[src/rtl/bank_write_sched.sv]
`default_nettype none
// +------------------------------------------------------------------------+
// | bank_write_sched                                                       |
// | Three-requester (i/d/c) write scheduler with one-entry holding slots,  |
// | fixed priority plus starvation promotion, feeding one registered port. |
// | Revision: 1.0                                                          |
// +------------------------------------------------------------------------+
module bank_write_sched #(
  parameter int BANKBITS = 5,
  parameter int WORDBITS = 9,
  parameter int DATABITS = 64,
  parameter int STARVE   = 4
) (
  input  logic                         clk,
  input  logic                         rst_n,

  input  logic                         i_valid,
  input  logic [BANKBITS+WORDBITS-1:0] i_addr,
  input  logic [DATABITS-1:0]          i_data,
  output logic                         i_ready,

  input  logic                         d_valid,
  input  logic [BANKBITS+WORDBITS-1:0] d_addr,
  input  logic [DATABITS-1:0]          d_data,
  output logic                         d_ready,

  input  logic                         c_valid,
  input  logic [BANKBITS+WORDBITS-1:0] c_addr,
  input  logic [DATABITS-1:0]          c_data,
  output logic                         c_ready,

  input  logic                         o_stall,
  output logic                         o_en,
  output logic [BANKBITS+WORDBITS-1:0] o_addr,
  output logic [DATABITS-1:0]          o_data,
  output logic [1:0]                   muxcode
);

  localparam int ADDRBITS = BANKBITS + WORDBITS;

  localparam logic [3:0] c_starve   = 4'(STARVE);
  localparam logic [1:0] c_src_i    = 2'd0;
  localparam logic [1:0] c_src_d    = 2'd1;
  localparam logic [1:0] c_src_c    = 2'd2;
  localparam logic [1:0] c_src_idle = 2'd3;

  // Requester index 0=i, 1=d, 2=c matches the muxcode encoding.
  logic [2:0]          w_valid;
  logic [ADDRBITS-1:0] w_addr [3];
  logic [DATABITS-1:0] w_data [3];

  logic [2:0]          r_pending;
  logic [ADDRBITS-1:0] r_hold_addr [3];
  logic [DATABITS-1:0] r_hold_data [3];
  logic [3:0]          r_age_d;
  logic [3:0]          r_age_c;

  logic [2:0]          w_grant;
  logic [1:0]          w_win_code;
  logic [ADDRBITS-1:0] w_win_addr;
  logic [DATABITS-1:0] w_win_data;

  assign w_valid   = {c_valid, d_valid, i_valid};
  assign w_addr[0] = i_addr;
  assign w_addr[1] = d_addr;
  assign w_addr[2] = c_addr;
  assign w_data[0] = i_data;
  assign w_data[1] = d_data;
  assign w_data[2] = c_data;

  assign i_ready = ~r_pending[0];
  assign d_ready = ~r_pending[1];
  assign c_ready = ~r_pending[2];

  function automatic logic [3:0] age_inc(input logic [3:0] age);
    return (age >= c_starve) ? c_starve : age + 4'd1;
  endfunction

  // Aged requesters outrank the fixed i > d > c order; no grant while stalled.
  always_comb begin
    w_grant    = 3'b000;
    w_win_code = c_src_idle;
    if (!o_stall) begin
      if (r_pending[2] && (r_age_c == c_starve)) begin
        w_grant    = 3'b100;
        w_win_code = c_src_c;
      end else if (r_pending[1] && (r_age_d == c_starve)) begin
        w_grant    = 3'b010;
        w_win_code = c_src_d;
      end else if (r_pending[0]) begin
        w_grant    = 3'b001;
        w_win_code = c_src_i;
      end else if (r_pending[1]) begin
        w_grant    = 3'b010;
        w_win_code = c_src_d;
      end else if (r_pending[2]) begin
        w_grant    = 3'b100;
        w_win_code = c_src_c;
      end
    end
  end

  always_comb begin
    w_win_addr = r_hold_addr[0];
    w_win_data = r_hold_data[0];
    if (w_grant[1]) begin
      w_win_addr = r_hold_addr[1];
      w_win_data = r_hold_data[1];
    end else if (w_grant[2]) begin
      w_win_addr = r_hold_addr[2];
      w_win_data = r_hold_data[2];
    end
  end

  // A slot is either free (may capture) or pending (may be granted), never both.
  always_ff @(posedge clk or negedge rst_n) begin
    if (!rst_n) begin
      r_pending <= 3'b000;
      for (int p = 0; p < 3; p++) begin
        r_hold_addr[p] <= '0;
        r_hold_data[p] <= '0;
      end
    end else begin
      for (int p = 0; p < 3; p++) begin
        if (w_valid[p] && !r_pending[p]) begin
          r_pending[p]   <= 1'b1;
          r_hold_addr[p] <= w_addr[p];
          r_hold_data[p] <= w_data[p];
        end else if (w_grant[p]) begin
          r_pending[p] <= 1'b0;
        end
      end
    end
  end

  always_ff @(posedge clk or negedge rst_n) begin
    if (!rst_n) begin
      r_age_d <= 4'd0;
      r_age_c <= 4'd0;
    end else if (!o_stall) begin
      r_age_d <= (r_pending[1] && !w_grant[1]) ? age_inc(r_age_d) : 4'd0;
      r_age_c <= (r_pending[2] && !w_grant[2]) ? age_inc(r_age_c) : 4'd0;
    end
  end

  // Address/data keep their last value when idle so the port sees no toggling.
  always_ff @(posedge clk or negedge rst_n) begin
    if (!rst_n) begin
      o_en    <= 1'b0;
      o_addr  <= '0;
      o_data  <= '0;
      muxcode <= c_src_idle;
    end else if (!o_stall) begin
      if (|w_grant) begin
        o_en    <= 1'b1;
        o_addr  <= w_win_addr;
        o_data  <= w_win_data;
        muxcode <= w_win_code;
      end else begin
        o_en    <= 1'b0;
        muxcode <= c_src_idle;
      end
    end
  end

endmodule
`default_nettype wire

[config.mk]
export PLATFORM = sky130hd
export DESIGN_NAME = bank_write_sched
export DESIGN_NICKNAME = d
export VERILOG_FILES = /design/src/rtl/bank_write_sched.sv
export SDC_FILE = /design/constraint.sdc
export NUM_CORES = 1
export LEC_CHECK = 0
export BUFFER_PORTS_ARGS = -buffer_cell sky130_fd_sc_hd__buf_2
export CAP_MARGIN = 0
export CORE_AREA = 2 2 257 158
export DETAILED_ROUTE_END_ITERATION = 16
export DIE_AREA = 0 0 259 160
export HOLD_SLACK_MARGIN = 0.1
export PLACE_DENSITY = 0.58
export SKIP_CTS_REPAIR_TIMING = 1
export SKIP_LAST_GASP = 1
export SLEW_MARGIN = 20
export SYNTH_ARGS = -nofsm -noshare
export SYNTH_HDL_FRONTEND = slang
export SYNTH_SLANG_ARGS = --single-unit
[constraint.sdc]
create_clock -name clk -period 3.6 [get_ports clk]
set_input_delay 0.9 -clock clk [delete_from_list [all_inputs] [get_ports clk]]
set_output_delay 0.9 -clock clk [all_outputs]
set_load 0.005 [all_outputs]
==> results.md, run 1 <==
- Status: finished, final reports clean
- Top-area cell type share of the netlist area: 0.599
- Clock-pin slew on the worst setup and hold paths: 0.06 ns
- Most area-consuming cells after synthesis: dfrtp_1 60%, mux2_2 19%, mux2i_1 5.8%
- Layout net count: 1559
- Die Y: 160 um
- HPWL Detailed: 23700 um
- Worst EP arrival: 2.81 ns
- Crit-path slowest cell: a2111oi_4
- Post-synth EDFFs: 0
- Syn_area_per_cell: 13.4 um2
- Period utilization: 0.680
- Max-slew violation count: 0
- Synth warnings: 0
- Pre-antenna DRT Iters: 4
- Synth cell count leaders: 324 x dfrtp_1, 234 x mux2_2, 87 x nand2_1
- Total power: 14600 uW
- Synth cell types: 31
- Post-route insts no fill: 1876
- Post-Syn Nets: 1251
- Worst slew margin: 0.402
- Via count: 9218
- Hold WC Path Type: input port to asynchronous set/reset pin
- Io pins: 324
- CP Cell Sequence: inv_1 -> ha_1 -> and4b_1 -> a2111oi_4 -> nand2b_4 -> buf_12 -> o211ai_1
- Pin count of the biggest net entering global routing: 84
- Area Growth Syn to Fin: 25.6%
- FF+latch count, synth: 326
- Initial antenna violation count: 10
- Bufs on Longest Clock Path: 3
- Drt total wl: 37100 um
- Port buffer count: 323
- R2r startpoint: r_age_c[0]$_DFFE_PN0N_
- Final Skew: 0.0153 ns
- Crit Path Max Fanout: 58
- Routability cong.: 0.739
- Critical R2R Capture: o_data[12]$_DFFE_PN0P_
- Leakage: 0.00747 uW
- First-pass GRT wire length: 58400 um
- Period minus WS final: 2.45 ns
- WL/cell: 19.8 um
- RSZ-0062 raised after global routing: no
- Most used DFF post-synth: dfrtp_1
- Total global-route track usage: 0.182
- Worst R2R Path Depth: 7
- Most frequent cell after synthesis: dfrtp_1
- Setup ws final: 1.15 ns
- Worst setup SP type: flip-flop
- Routed vias/inst: 4.91
- DRC Markers: 0
- CP Capture Type: flip-flop
- Place WS: 0.967 ns
- Clk sink count: 326
- Max incr delay on CP: 0.42 ns
- Placed insts: 1810
- # Max-Cap Violations: 0
- WS Path Type: flip-flop to flip-flop
- Initial drt markers: 481
- Final Hold Vio Count: 0
- Antenna Nets Post-Route: 0
- Die width: 259 um
- FMAX: 408 MHz
- Largest area contributor in the netlist: dfrtp_1
- Final TNS setup: 0 ns
- Sequential element share of the synthesized area: 0.603
- CORE AREA: 39400 um2
- Worst VDD drop: 0.353 mV
- Total CTS buffers: 34
- Power Density: 861 nW/um2
- Final setup vio count: 0
- Row count: 57
- Layout cells sized above 1: 0.481
- Gate Count Post-Synth: 1007
- H-tree depth: 2
- Post-Syn Area: 13500 um2
- Async S/R FF share, synth: 1.00
- Hold WS: 0.424 ns
- CTS tree: built
- Worst Max-Slew Pin Slew: 0.897 ns
- Worst EP required: 3.96 ns
- DIE AREA: 41400 um2
- Vias in the first global route: 9854
- Root buf cell: clkbuf_16
- Worst skew pair latency: 0.52 ns
- R2R setup slack: 1.15 ns
- Initial Utilization: 0.343
- GRT overflow: 0
-- report_power, final --
group / internal, uW / switching, uW / total [uW] / leakage (uW)
clock: 2180 / 1470 / 3650 / 0.000572
combinational: 2410 / 2130 / 4540 / 0.00302
sequential: 5490 / 958 / 6450 / 0.00388
-- cells by family after synthesis --
logic type	share of synthesized area
AO/OA/AOI/OAI	0.0514
adder cells (fa/ha/maj)	0.00370
buffers and inverters	0.0252
flip-flops	0.603
multiplexers	0.252
AND/OR/NAND/NOR	0.0641
-- worst max path at each step --
stage                                      start                           end  slack (ns)  cells past startpoint
final                     r_age_c[0]$_DFFE_PN0N_        o_data[12]$_DFFE_PN0P_        1.15                      7
after detailed placement                 o_stall         o_data[0]$_DFFE_PN0P_        0.97                      5
after floorplan                          d_valid  r_hold_data[118]$_DFFE_PN0P_        1.21                      5
after CTS                 r_age_c[0]$_DFFE_PN0N_        o_data[12]$_DFFE_PN0P_        1.12                      7
after global routing      r_age_c[0]$_DFFE_PN0N_        o_data[12]$_DFFE_PN0P_        0.97                      7
after global placement                   o_stall         o_data[4]$_DFFE_PN0P_        1.01                      5
-- critical path: cells and delay by family, from the launching register on --
kind / cells / cell delay, ns
AOI/OAI and AO/OA: 2 / 0.59
adders and majority gates: 1 / 0.20
buffers and inverters: 2 / 0.42
DFF: 1 / 0.39
and+or+nand+nor: 2 / 0.66
-- cells in the final DEF (no fill, tap or decap), drive strengths merged, types with 2 or more instances in the layout --
cell type and instances:
dfrtp 324, nor3 3, clkinv 4, nor2b 3, mux2 234, a21oi 2
clkbuf 52, diode 6, o21bai 2, o21ai 4, ha 4, bufinv 2
or2 3, mux2i 78, nand3 80, nand2 87, buf 344, nand2b 2
nor2 8, and2 2, dfstp 2, inv 10, o211ai 78, nand3b 2
-- final cells by class --
type                            instances  area (um2)
Multi-Input combinational cell        600        5090
Antenna cell                            6        15.0
Clock inverter                          8        98.8
Sequential cell                       326        8160
Inverter                                9        33.8
Timing Repair Buffer                  344        1870
Fill cell                            3713       22400
Clock buffer                           52        1060
Tap cell                              531         664
-- metal layers --
layer | share of wire | routed length, um | vias up | track usage
li1 | - | - | 4242 | -
met1 | 0.46 | 17100 | 4697 | 0.251
met2 | 0.46 | 17200 | 223 | 0.290
met3 | 0.062 | 2320 | 50 | 0.0484
met4 | 0.012 | 458 | 6 | 0.0323
met5 | 0.00086 | 32 | - | 0
-- flip-flops by register name, indices dropped and copies added (netlist names) --
register,count
muxcode,2
o_addr,14
o_data,64
o_en,1
r_age_c,4
r_age_d,4
r_hold_addr,42
r_hold_data,192
r_pending,3
-- through the flow --
| step | utilization | cell area [um2] |
|---|---|---|
| floorplan | - | 13500 |
| global placement | 0.401 | 15800 |
| detailed placement | 0.401 | 15800 |
| CTS | 0.431 | 17000 |
| global route | 0.431 | 17000 |
| finish | 0.431 | 17000 |
No activity file was read; power rests on OpenSTA's default activity.
==> run 2, diff against run 1 <==
==> constraint.sdc (replaced) <==
create_clock -name clk -period 2.35 [get_ports clk]
set_input_delay 0.5875 -clock clk [delete_from_list [all_inputs] [get_ports clk]]
set_output_delay 0.5875 -clock clk [all_outputs]
set_load 0.005 [all_outputs]
==> run 2 against run 1 <==
Critical path depth down 2. Via count down 0.42%. Highest routed layer unchanged. Largest cell class unchanged. Hold slack worse by 0.13 ns. Critical endpoint is now o_data[39]$_DFFE_PN0P_. Largest power group unchanged.
==> results.md, run 2 (synthesis gave the netlist of run 1 again) <==
- Status: finished, final reports clean
- Worst Max-Slew Pin Slew: 0.520 ns (-0.377 ns)
- H-tree depth: 2 (unchanged)
- Comb power frac: 0.316 (+0.006)
- R2r startpoint: r_pending[1]$_DFFE_PN0P_
- Worst skew pair latency: 0.52 ns (about the same)
- Routed vias/inst: 4.88 (-0.74%)
- CORE AREA: 39400 um2 (unchanged)
- WS Path Type: flip-flop to flip-flop
- Total CTS buffers: 34 (unchanged)
- Die width: 259 um (unchanged)
- Final Hold Vio Count: 0 (unchanged)
- Initial drt markers: 552 (+15%)
- Number of flip-flops under the largest register name: 192 (unchanged)
- CP Capture Type: flip-flop
- Antenna Nets Post-Route: 0 (unchanged)
- Io pins: 324 (unchanged)
- Drt total wl: 37500 um (+1.1%)
- CTS tree: built
- Crit path from: r_pending[1]$_DFFE_PN0P_
- WL/cell: 19.9 um (+0.79%)
- Area taken by multi-input logic gates: 5090 um2 (unchanged)
- Top Registers: r_hold_data x192, o_data x64, r_hold_addr x42
- FMAX: 472 MHz (+16%)
- Root buf cell: clkbuf_16
- Final setup vio count: 0 (unchanged)
- Worst VDD drop: 0.445 mV (+26%)
- Crit-path leading delay family: compound AO/OA/AOI/OAI gates
- Layout net count: 1569 (+0.64%)
- Via count: 9179 (-0.42%)
- Pre-antenna DRT Iters: 4 (unchanged)
- Biggest register: r_hold_data
- Area Growth Syn to Fin: 27.0%
- Layout cells sized above 1: 0.481 (about the same)
- Initial Utilization: 0.343 (unchanged)
- Min-Delay Startpoint: c_data[30]
- Share of power burned in registers: 0.438 (-0.003)
- Post-route insts no fill: 1882 (+0.32%)
- Pin count of the biggest net entering global routing: 68 (-19%)
- Max-slew violation count: 0 (unchanged)
- Clk sink count: 326 (unchanged)
- Pint: 15600 uW (+55%)
- First-pass GRT wire length: 59400 um (+1.7%)
- Final core occ: 0.436 (+0.00485)
- Sequential Area: 8160 um2 (unchanged)
- Worst EP arrival: 2.51 ns (-0.30 ns)
- Initial antenna violation count: 11 (+1)
- Die Y: 160 um (unchanged)
- Crit-path slowest cell: dfrtp_1
- Sw Ratio: 0.312 (+0.00128)
- Crit Path Max Fanout: 37 (-36%)
- DRC Markers: 0 (unchanged)
- Vias in the first global route: 10100 (+2.9%)
- Row count: 57 (unchanged)
- Period utilization: 0.902 (+0.222)
- Final TNS setup: 0 ns (unchanged)
- GRT overflow: 0 (unchanged)
- Routability cong.: 0.758 (+2.5%)
- Final Skew: 0.0142 ns (-0.00109 ns)
- Period minus WS final: 2.12 ns (-0.330 ns)
- CP bufs+invs: 1 (-1)
- DIE AREA: 41400 um2 (unchanged)
- Post-route cell area: 17200 um2 (+1.1%)
- Commonest cells after routing, fill and taps aside: 324 x dfrtp_1, 322 x buf_2, 234 x mux2_2
- CP Cell Sequence: or2_2 -> a211oi_4 -> buf_12 -> mux2i_1 -> o211ai_1
- Fillcell total: 3718 (+0.13%)
- Placed insts: 1819 (+0.50%)
- Leakage: 0.00754 uW (+0.84%)
- Worst slew margin: 0.653 (+0.251)
- Worst setup SP type: flip-flop
- Hold WC Path Type: input port to flip-flop
- Total global-route track usage: 0.184 (+0.00285)
- Most common cell after layout, fill and taps aside: dfrtp_1
- Bufs on Longest Clock Path: 3 (unchanged)
- Clock-pin slew on the worst setup and hold paths: 0.06 ns (about the same)
- RSZ-0062 raised after global routing: no
- Net Switching: 7070 uW (+55%)
- Clock power frac: 0.247 (-0.002)
- Dpl cell area: 16000 um2 (+1.3%)
- Port buffer count: 323 (unchanged)
- HPWL Detailed: 25400 um (+7.0%)
- Power Density: 1320 nW/um2 (+53%)
- Worst EP required: 2.74 ns (-1.22 ns)
- # Max-Cap Violations: 0 (unchanged)
- Max incr delay on CP: 0.44 ns (+0.02 ns)
- Hold WS: 0.295 ns (-0.129 ns)
==> run 2: cell types whose count changed in the layout (fill, tap and decap cells not counted), sizes merged, moves of 2 or more <==
cell      change
buf           +9
clkbuf        -2
clkinv        -3
clkinvlp      +2
==> run 2: metrics by stage <==
stage	worst slack (ns)	power, uW
floorplan	0.275	14300
global placement	0.193	17000
detailed placement	0.138	17300
CTS	0.124	23000
global route	0.0721	24200
finish	0.231	22700
==> run 2: layer usage <==
layer / global-route usage / wire length [um] / vias to the layer above
met3: 0.0527 / 2610 / 57
li1: - / - / 4239
met2: 0.285 / 16700 / 237
met4: 0.0428 / 665 / 10
met1: 0.256 / 17400 / 4636
met5: 0 / 59 / -
==> run 2: area by class of cell <==
class	count	share of cell area
clock buffers	50	0.0590
flip-flops and latches	326	0.475
clock inverters	7	0.00706
repair buffers	354	0.122
well taps	531	0.0387
multi-input cells	600	0.296
inverters	9	0.00197
diodes	5	0.000728
==> run 2: path summary, 6_finish.rpt <==
path / to / slack [ns] / cells after the start
worst max-delay path: o_data[39]$_DFFE_PN0P_ / 0.23 / 5
worst min-delay path: r_hold_data[30]$_DFFE_PN0P_ / 0.30 / 2
worst max register to register: o_data[39]$_DFFE_PN0P_ / 0.23 / 5
worst min register to register: muxcode[0]$_DFFE_PN1N_ / 0.46 / 2
max in group asynchronous: o_data[55]$_DFFE_PN0P_ / 1.02 / 3
min in group asynchronous: r_hold_addr[37]$_DFFE_PN0P_ / 0.59 / 2
==> run 2: power by group through the flow <==
| stage | Sequential (uW) | Combinational [uW] | Clock, uW |
|---|---|---|---|
| 3_5_place_dp | 10000 | 7300 | 0 |
| 4_1_cts | 9920 | 7310 | 5780 |
| 2_1_floorplan | 9640 | 4690 | 0 |
| 5_1_grt | 10300 | 7900 | 6020 |
| 3_3_place_gp | 9900 | 7110 | 0 |
| 6_report | 9910 | 7160 | 5590 |
